===== config.mk =====
export PLATFORM = sky130hd
export DESIGN_NAME = jtag_uart_master
export DESIGN_NICKNAME = d
export VERILOG_FILES = /design/src/rtl/jtag_uart_master.sv
export SDC_FILE = /design/constraint.sdc
export NUM_CORES = 1
export LEC_CHECK = 0
export ABC_AREA = 1
export CORE_UTILIZATION = 44
export CTS_BUF_LIST = sky130_fd_sc_hd__clkbuf_8
export DETAILED_ROUTE_END_ITERATION = 10
export PLACE_DENSITY = 0.72
export SLEW_MARGIN = 40
export SYNTH_ARGS = -nofsm -noshare
export SYNTH_HDL_FRONTEND = slang
export SYNTH_SLANG_ARGS = --single-unit
export TNS_END_PERCENT = 20

===== constraint.sdc =====
create_clock -name clk_clk -period 2 [get_ports clk_clk]
set_clock_uncertainty 0.2 [all_clocks]
set_input_delay 0.2 -clock clk_clk [delete_from_list [all_inputs] [get_ports clk_clk]]
set_output_delay 0.2 -clock clk_clk [all_outputs]
set_load 0.05 [all_outputs]

===== src/rtl/jtag_uart_master.sv =====
// jtag_uart_master: byte stream <-> JTAG UART Avalon-MM slave; RX path built only with `define JTAG_UART_MASTER_RX_EN.
// Latency: one Avalon access per grant, ending on the first clk_clk edge that sees uart_waitrequest low.
// Backpressure: tx_ready low while the one-byte TX buffer is full; no RX read is issued while rx_valid is held.
module jtag_uart_master #(
  parameter int POLL_DIV = 16
) (
  input  logic        clk_clk,
  input  logic        reset_reset,
  input  logic [7:0]  tx_data,
  input  logic        tx_valid,
  output logic        tx_ready,
  output logic [7:0]  rx_data,
  output logic        rx_valid,
  input  logic        rx_ready,
  output logic        uart_chipselect,
  output logic        uart_address,
  output logic        uart_read_n,
  output logic        uart_write_n,
  output logic [31:0] uart_writedata,
  input  logic [31:0] uart_readdata,
  input  logic        uart_waitrequest,
  output logic        busy
);

  typedef enum logic [1:0] {IDLE, TX_CTRL, TX_WRITE, RX_READ} state_t;

  typedef struct packed {
    logic        cs;
    logic        addr;
    logic        read_n;
    logic        write_n;
    logic [31:0] wdata;
  } av_cmd_t;

  localparam logic [15:0] POLL_RELOAD = 16'(POLL_DIV);

  state_t      state;
  av_cmd_t     av;
  logic [7:0]  tx_buf;
  logic [15:0] wspace;
  logic [15:0] retry_tmr;
  logic        prefer_rx;
  logic [15:0] rd_hi;
  logic        done;
  logic        tx_elig;
  logic        rx_elig;
  logic        grant_rx;
  logic        grant_tx;

  assign uart_chipselect = av.cs;
  assign uart_address    = av.addr;
  assign uart_read_n     = av.read_n;
  assign uart_write_n    = av.write_n;
  assign uart_writedata  = av.wdata;

  assign rd_hi    = uart_readdata[31:16];
  assign done     = (state != IDLE) && !uart_waitrequest;
  // A pending byte goes straight out on cached space, otherwise a control read refreshes the cache.
  assign tx_elig  = !tx_ready && ((wspace != 16'd0) || (retry_tmr == 16'd0));
  assign grant_rx = rx_elig && (!tx_elig || prefer_rx);
  assign grant_tx = tx_elig && !grant_rx;

  always_ff @(posedge clk_clk or posedge reset_reset) begin
    if (reset_reset) begin
      state      <= IDLE;
      av.cs      <= 1'b0;
      av.addr    <= 1'b0;
      av.read_n  <= 1'b1;
      av.write_n <= 1'b1;
      av.wdata   <= 32'h0;
      busy       <= 1'b0;
      tx_ready   <= 1'b1;
      tx_buf     <= 8'h0;
      wspace     <= 16'd0;
      retry_tmr  <= 16'd0;
      prefer_rx  <= 1'b0;
    end else begin
      if (retry_tmr != 16'd0) retry_tmr <= retry_tmr - 16'd1;
      if (tx_valid && tx_ready) begin
        tx_buf   <= tx_data;
        tx_ready <= 1'b0;
      end
      case (state)
        IDLE: begin
          if (grant_rx) begin
            state     <= RX_READ;
            av.cs     <= 1'b1;
            av.addr   <= 1'b0;
            av.read_n <= 1'b0;
            busy      <= 1'b1;
            prefer_rx <= 1'b0;
          end else if (grant_tx) begin
            av.cs     <= 1'b1;
            busy      <= 1'b1;
            prefer_rx <= 1'b1;
            if (wspace != 16'd0) begin
              state      <= TX_WRITE;
              av.addr    <= 1'b0;
              av.write_n <= 1'b0;
              av.wdata   <= {24'h0, tx_buf};
            end else begin
              state     <= TX_CTRL;
              av.addr   <= 1'b1;
              av.read_n <= 1'b0;
            end
          end
        end
        default: begin
          if (done) begin
            state      <= IDLE;
            av.cs      <= 1'b0;
            av.read_n  <= 1'b1;
            av.write_n <= 1'b1;
            busy       <= 1'b0;
            if (state == TX_CTRL) begin
              wspace <= rd_hi;
              if (rd_hi == 16'd0) retry_tmr <= POLL_RELOAD;
            end
            if (state == TX_WRITE) begin
              tx_ready <= 1'b1;
              if (wspace != 16'd0) wspace <= wspace - 16'd1;
            end
          end
        end
      endcase
    end
  end

`ifdef JTAG_UART_MASTER_RX_EN
  logic [15:0] poll_tmr;
  logic        rx_more;
  logic        unused_rd;

  assign unused_rd = ^uart_readdata[14:8];
  // Keep reading back-to-back while the UART reports more bytes queued.
  assign rx_elig   = !rx_valid && ((poll_tmr == 16'd0) || rx_more);

  always_ff @(posedge clk_clk or posedge reset_reset) begin
    if (reset_reset) begin
      poll_tmr <= 16'd0;
      rx_more  <= 1'b0;
      rx_valid <= 1'b0;
      rx_data  <= 8'h0;
    end else begin
      if (poll_tmr != 16'd0) poll_tmr <= poll_tmr - 16'd1;
      if (rx_valid && rx_ready) rx_valid <= 1'b0;
      if ((state == RX_READ) && done) begin
        rx_more <= (rd_hi != 16'd0);
        if (uart_readdata[15]) begin
          rx_data  <= uart_readdata[7:0];
          rx_valid <= 1'b1;
        end else begin
          poll_tmr <= POLL_RELOAD;
        end
      end
    end
  end
`else
  logic unused_rx;

  assign unused_rx = ^{rx_ready, uart_readdata[15:0]};
  assign rx_elig   = 1'b0;
  assign rx_valid  = 1'b0;
  assign rx_data   = 8'h0;
`endif

endmodule


==> Word level (Yosys, flattened, before mapping) <==
Cells that the tools add are included.
{ "op_classes": {"add_sub_neg": 2, "n_eq_ne": 5, "mux": 26, "bitwise": 1, "reduce_logical": 19} }
{ "ops": {"columns": ["op", "count"], "rows": [
  ["$mux 16", 8],
  ["$mux 36", 1],
  ["$mux 33", 1],
  ["$logic_not 16->1", 2],
  ["$reduce_bool 16->1", 2],
  ["$sub 16x1->16 const B", 2],
  ["$mux 2", 6],
  ["$mux 1", 10],
  ["$reduce_and 3->1", 3],
  ["$ne 2x2->1 const B", 3],
  ["$reduce_and 2->1", 3],
  ["$reduce_bool 2->1", 2],
  ["$logic_and 1x1->1", 3],
  ["$eq 2x1->1 const B", 1],
  ["$eq 2x2->1 const B", 1],
  ["$logic_not 1->1", 2],
  ["$logic_not 2->1", 1],
  ["$logic_or 1x1->1", 1],
  ["$not 1->1", 1]
]} }
{ "totals": {"register_bits": 56, "input_bits": 45} }

==> Longest topological paths before layout <==
{ "depth": {"word_depth": 6, "depth_mapped": 10} }

==> Worst setup path after synthesis <==
Ideal clock, no wire load.
{ "synth_timing": {"path_type": "register -> register", "from": "register wspace[0]", "to": "register wspace[3]", "arrival_time_ns": 1.526, "t_required_ns": 1.670, "slack_ns": 0.144, "stages_incl_launch_ff": 11, "n_path_buf": 1, "period_less_slack_ns": 1.856, "cell_sequence": "dfrtp_1 inv_2 ha_1 nand3_4 nor2_8 nand3_4 nand2_4 buf_6 nand2_1 nand3_1 o21ai_1"} }
{ "synth_via": {"elab_chain_len": 3, "word_cells_on_any_way": 4} }
{ "synth_lines": {"columns": ["element", "line_no", "rtl"], "rows": [
  ["start: declaration", "40", "logic [15:0] wspace;"],
  ["start signal: assignment", "116", "wspace <= rd_hi;"],
  ["start signal: assignment", "121", "if (wspace != 16'd0) wspace <= wspace - 16'd1;"],
  ["$sub 16x1->16 / $reduce_bool 16->1 (equally long branches)", "121", null],
  ["$mux 16 *", "121", null],
  ["$mux 16 *", "119", "if (state == TX_WRITE) begin"]
]} }
Every way passes the cells marked *; elsewhere a longest branch is shown, timed or not.
A chain may end at the register's enable or synchronous reset.

==> Final worst setup path <==
{ "layout_timing": {"from": "register av, in the netlist uart_writedata[1]", "to": "output port uart_writedata[1]"} }
{ "layout_lines": {"columns": ["element", "line_no", "rtl"], "rows": [
  ["start: declaration", "38", "av_cmd_t av;"],
  ["end: declaration", "19", "output logic [31:0] uart_writedata,"]
]} }
No word-level cell between the ends.

==> flow_results.org <==
** Status
- Outcome :: complete, no violations

** Timing
- Total negative slack :: 0 ns
- Max-slew violation count :: 0
- Max Clk Rate :: 520 MHz
- The number of hold-slack violations in the final timing report is 0.
- Slew at the pin with the worst max-slew slack :: 0.536 ns
- Ratio of final minimum period to clock period :: 96.2%
- The worst pin sits at a relative slew slack of 64.2%.
- Setup repair after global routing left no endpoint under its margin.
- The worst path needs 1.92 ns of the cycle, external delays included.
- Setup violations remaining at the end of the flow were counted as 0.

** Global route
- In the global route stage, overall resource usage came out at 19.7%.
- Most used routing layer in global routing :: met2
- The number of antenna violations at the first check in global routing was 0.
- In the global route stage, met3 resource usage came out at 2.99%.
- Entering global routing, the biggest net connects 57 pins.
- Global routing consumed, on the met1 layer, 26.3% of the routing resources.
- Met2 track utilization from global routing :: 33.1%
- The first global-routing pass estimated 13.4 mm of wire.
- After global routing the overflow that remains totals 0.
- The number of global-route vias before repair was 2921.

** Setup path
- The largest single stage delay on the critical path is 0.84 ns.
- In this run the worst path has a maximum fanout of 2.
- Worst Path Class, Setup :: register to primary output
- Top Family by Delay on Critical Path :: buffers and inverters
- Slowest-stage cell, CP :: sky130_fd_sc_hd__clkdlybuf4s50_1
- Cell-by-cell listing of the critical path :: clkdlybuf4s50_1
- STA classifies the critical path endpoint as a primary output.
- Critical path data arrival time :: 1.52 ns
- STA classifies the critical path startpoint as a register.
- Required @ worst endpoint :: 1.60 ns
- Together, buffers and inverters on the worst path number 1.

** Floorplan
- Starting density of the core :: 45.9%
- 92 I/O pins were placed.
- Horiz. Die Dim :: 92.0 um
- The die is 92.0 um tall.
- The floorplan has 32 rows.
- Die footprint :: 8460 um2
- After floorplanning, the core was sized to cover 7770 um2.

** Route
- Dividing the detail-routed wire length by the instance count gives 11.7 um.
- Detail Route Antenna Nets :: 0
- In this run, the number of DRC markers left after iteration 0 of detailed routing was 167.
- Ratio of routed vias to standard cells :: 4.79
- Wire length after detailed routing :: 7.81 mm
- For this run, the detailed router's first-pass iteration total came to 5.
- Count of vias placed by the detailed router :: 3195
- For this run, design rule violations remaining after detail routing come to 0.

** Power and ir drop
- The clock network accounts for 13.9% of the total power.
- For this design the total switching power over the nets is 2510 uW.
- Proportion of power drawn by combinational gates :: 53.1%
- Register share of total power :: 33.0%
- Net switching is 46.1% of the power.
- In this run the static leakage power is 0.00213 uW.
- Dividing total power by cell area gives a power density of 1280 nW/um2.
- VDD IR max :: 0.463 mV
- The design draws 5440 uW.
- Internal power comes to 2930 uW.

** Clocking
- Count of hold buffers inserted by post-cts repair :: 0
- The later pin in the worst-skew pair is clocked with a latency of 0.31 ns.
- Total number of clock tree sinks :: 56
- TritonCTS built the clock tree.
- The clock passes through at most 2 buffers.
- Clock-pin transition on the worst setup and hold timing paths :: 0.11 ns
- Deepest level of the CTS H-tree :: 2
- In this run the clock root is driven by a sky130_fd_sc_hd__clkbuf_8.
- TritonCTS created 5 clock buffers.

** Final layout
- After the last flow step, the layout net total stands at 612.
- The top cell types in the final layout, fill and taps aside, are 144 x sky130_fd_sc_hd__nand2_1, 64 x sky130_fd_sc_hd__nor2_1, 53 x sky130_fd_sc_hd__dfrtp_1, 41 x sky130_fd_sc_hd__inv_1, 38 x sky130_fd_sc_hd__clkdlybuf4s50_1.
- Fin cells :: 667
- Leaving out fill and tap cells, the most frequent cell in the layout is sky130_fd_sc_hd__nand2_1.
- Counting the fill cells in the layout gives 763.
- Relative area change from synthesis to final layout :: 18.9%
- 0 antenna diodes ended up in the layout.
- Fraction of layout cells with a size suffix above 1 :: 12.2%

** Place
- Including well taps, the total number of placed cells is 657.
- At the end of routability-driven placement, the weighted congestion stood at 0.836.
- Port buffering added 41 buffers.
- Post-detailed-placement half-perimeter wirelength :: 5.72 mm

** Synthesis
- A synthesized cell averages 7.07 um2.
- Number of flops mapped to enable cells by yosys :: 0
- Yosys warning count :: 0
- Mapped Area :: 3560 um2
- The synthesized design contains 56 register bits.
- Cell count after synthesis :: 504
- The share of the Yosys chip area taken by registers is 39.4%.
- After synthesis, the netlist uses 31 different library cells.
- Ys flop type :: sky130_fd_sc_hd__dfrtp_1
- Asr flop ratio synth :: 100%

** Run
- The tool flagged a number of max-cap violations equal to 0.

** Min path
- Class of the most critical hold timing path :: input port to asynchronous set/reset pin
[cells by family (layout without fill, tap and decap cells)]
kind of cell	count (synthesis)	count (layout)	synth area share (%)
muxes	2	2	0.597
DFF	56	56	39.4
xor gates and xnor gates	13	13	3.20
and+or+nand+nor	278	278	34.0
adders and majority gates	3	3	1.05
AOI/OAI and AO/OA	52	52	7.34
other	1	33	0.105
buffers and inverters	99	128	14.3
[layout make-up]
type	count	area, um2	share of cell area, %
inverter	57	214	5.05
multi-input combinational	381	1790	42.1
clock buffer	5	68.8	1.62
clock inverter	3	42.5	1.00
tap	102	128	3.01
sequential	56	1410	33.2
timing repair buffer	63	593	14.0
[metrics by stage]
stage | worst slack, ns | hold slack (ns) | area (um2) | utilization, %
2_1_floorplan | 0.144 | 0.0655 | 3680 | -
3_3_place_gp | 0.116 | 0.253 | 4090 | 52.7
3_5_place_dp | 0.0849 | 0.258 | 4090 | 52.7
4_1_cts | 0.0499 | 0.0756 | 4200 | 54.1
5_1_grt | 0.0261 | 0.0816 | 4240 | 54.5
6_report | 0.0760 | 0.0314 | 4240 | 54.5
[power groups by stage]
stage,Clock (uW),Sequential (uW),Combinational (uW)
6_report,756,1800,2890
5_1_grt,821,1850,3210
4_1_cts,779,1790,2830
3_5_place_dp,0,1810,2820
3_3_place_gp,0,1800,2750
2_1_floorplan,0,2180,1720
[flip-flops by register name, summed over array words and instances, names as in the netlist]
name	cells
busy	1
retry_tmr	16
state	2
tx_buf	8
tx_ready	1
uart_address	1
uart_chipselect	1
uart_read_n	1
uart_write_n	1
uart_writedata	8
wspace	16
[cells in the mapped netlist (all sizes together) (2+ instances only)]
| cell type | count | area [um2] |
|---|---|---|
| a21oi | 16 | 80.1 |
| buf | 36 | 274 |
| clkbuf | 6 | 22.5 |
| dfrtp | 53 | 1330 |
| dfstp | 3 | 78.8 |
| ha | 3 | 37.5 |
| inv | 57 | 214 |
| nand2 | 147 | 562 |
| nand3 | 39 | 220 |
| nand4 | 7 | 43.8 |
| nor2 | 74 | 319 |
| nor3 | 5 | 25.0 |
| nor4 | 4 | 25.0 |
| o21ai | 35 | 175 |
| xnor2 | 2 | 17.5 |
| xor2 | 11 | 96.3 |
[layer usage]
metal  vias to the layer above  wire length (um)
met1                      1475              3670
li1                       1648                 -
met4                         0               108
met3                        11               286
met2                        61              3750
met5                         -                 0
[worst paths after layout]
kind / cells after the start / slack [ns] / start / end
worst min-delay path: 3 / 0.03 / reset_reset / retry_tmr[2]$_DFF_PP0_
worst max-delay path: 1 / 0.08 / uart_writedata[1]$_DFFE_PP0P_ / uart_writedata[1]
worst min register to register: 2 / 0.28 / uart_write_n$_DFFE_PP1P_ / uart_write_n$_DFFE_PP1P_
min in group clk_clk: 3 / 0.26 / tx_data[1] / tx_buf[1]$_DFFE_PP0P_
worst max register to register: 10 / 0.14 / wspace[1]$_DFFE_PP0P_ / wspace[4]$_DFFE_PP0P_
max in group asynchronous: 3 / 1.22 / reset_reset / uart_read_n$_DFFE_PP1P_
[repair_timing]
item,CTS,global route
buffers inserted,0,2
endpoints found under the setup margin,0,20
resized for setup,0,4
No activity file was read; power rests on OpenSTA's default activity.
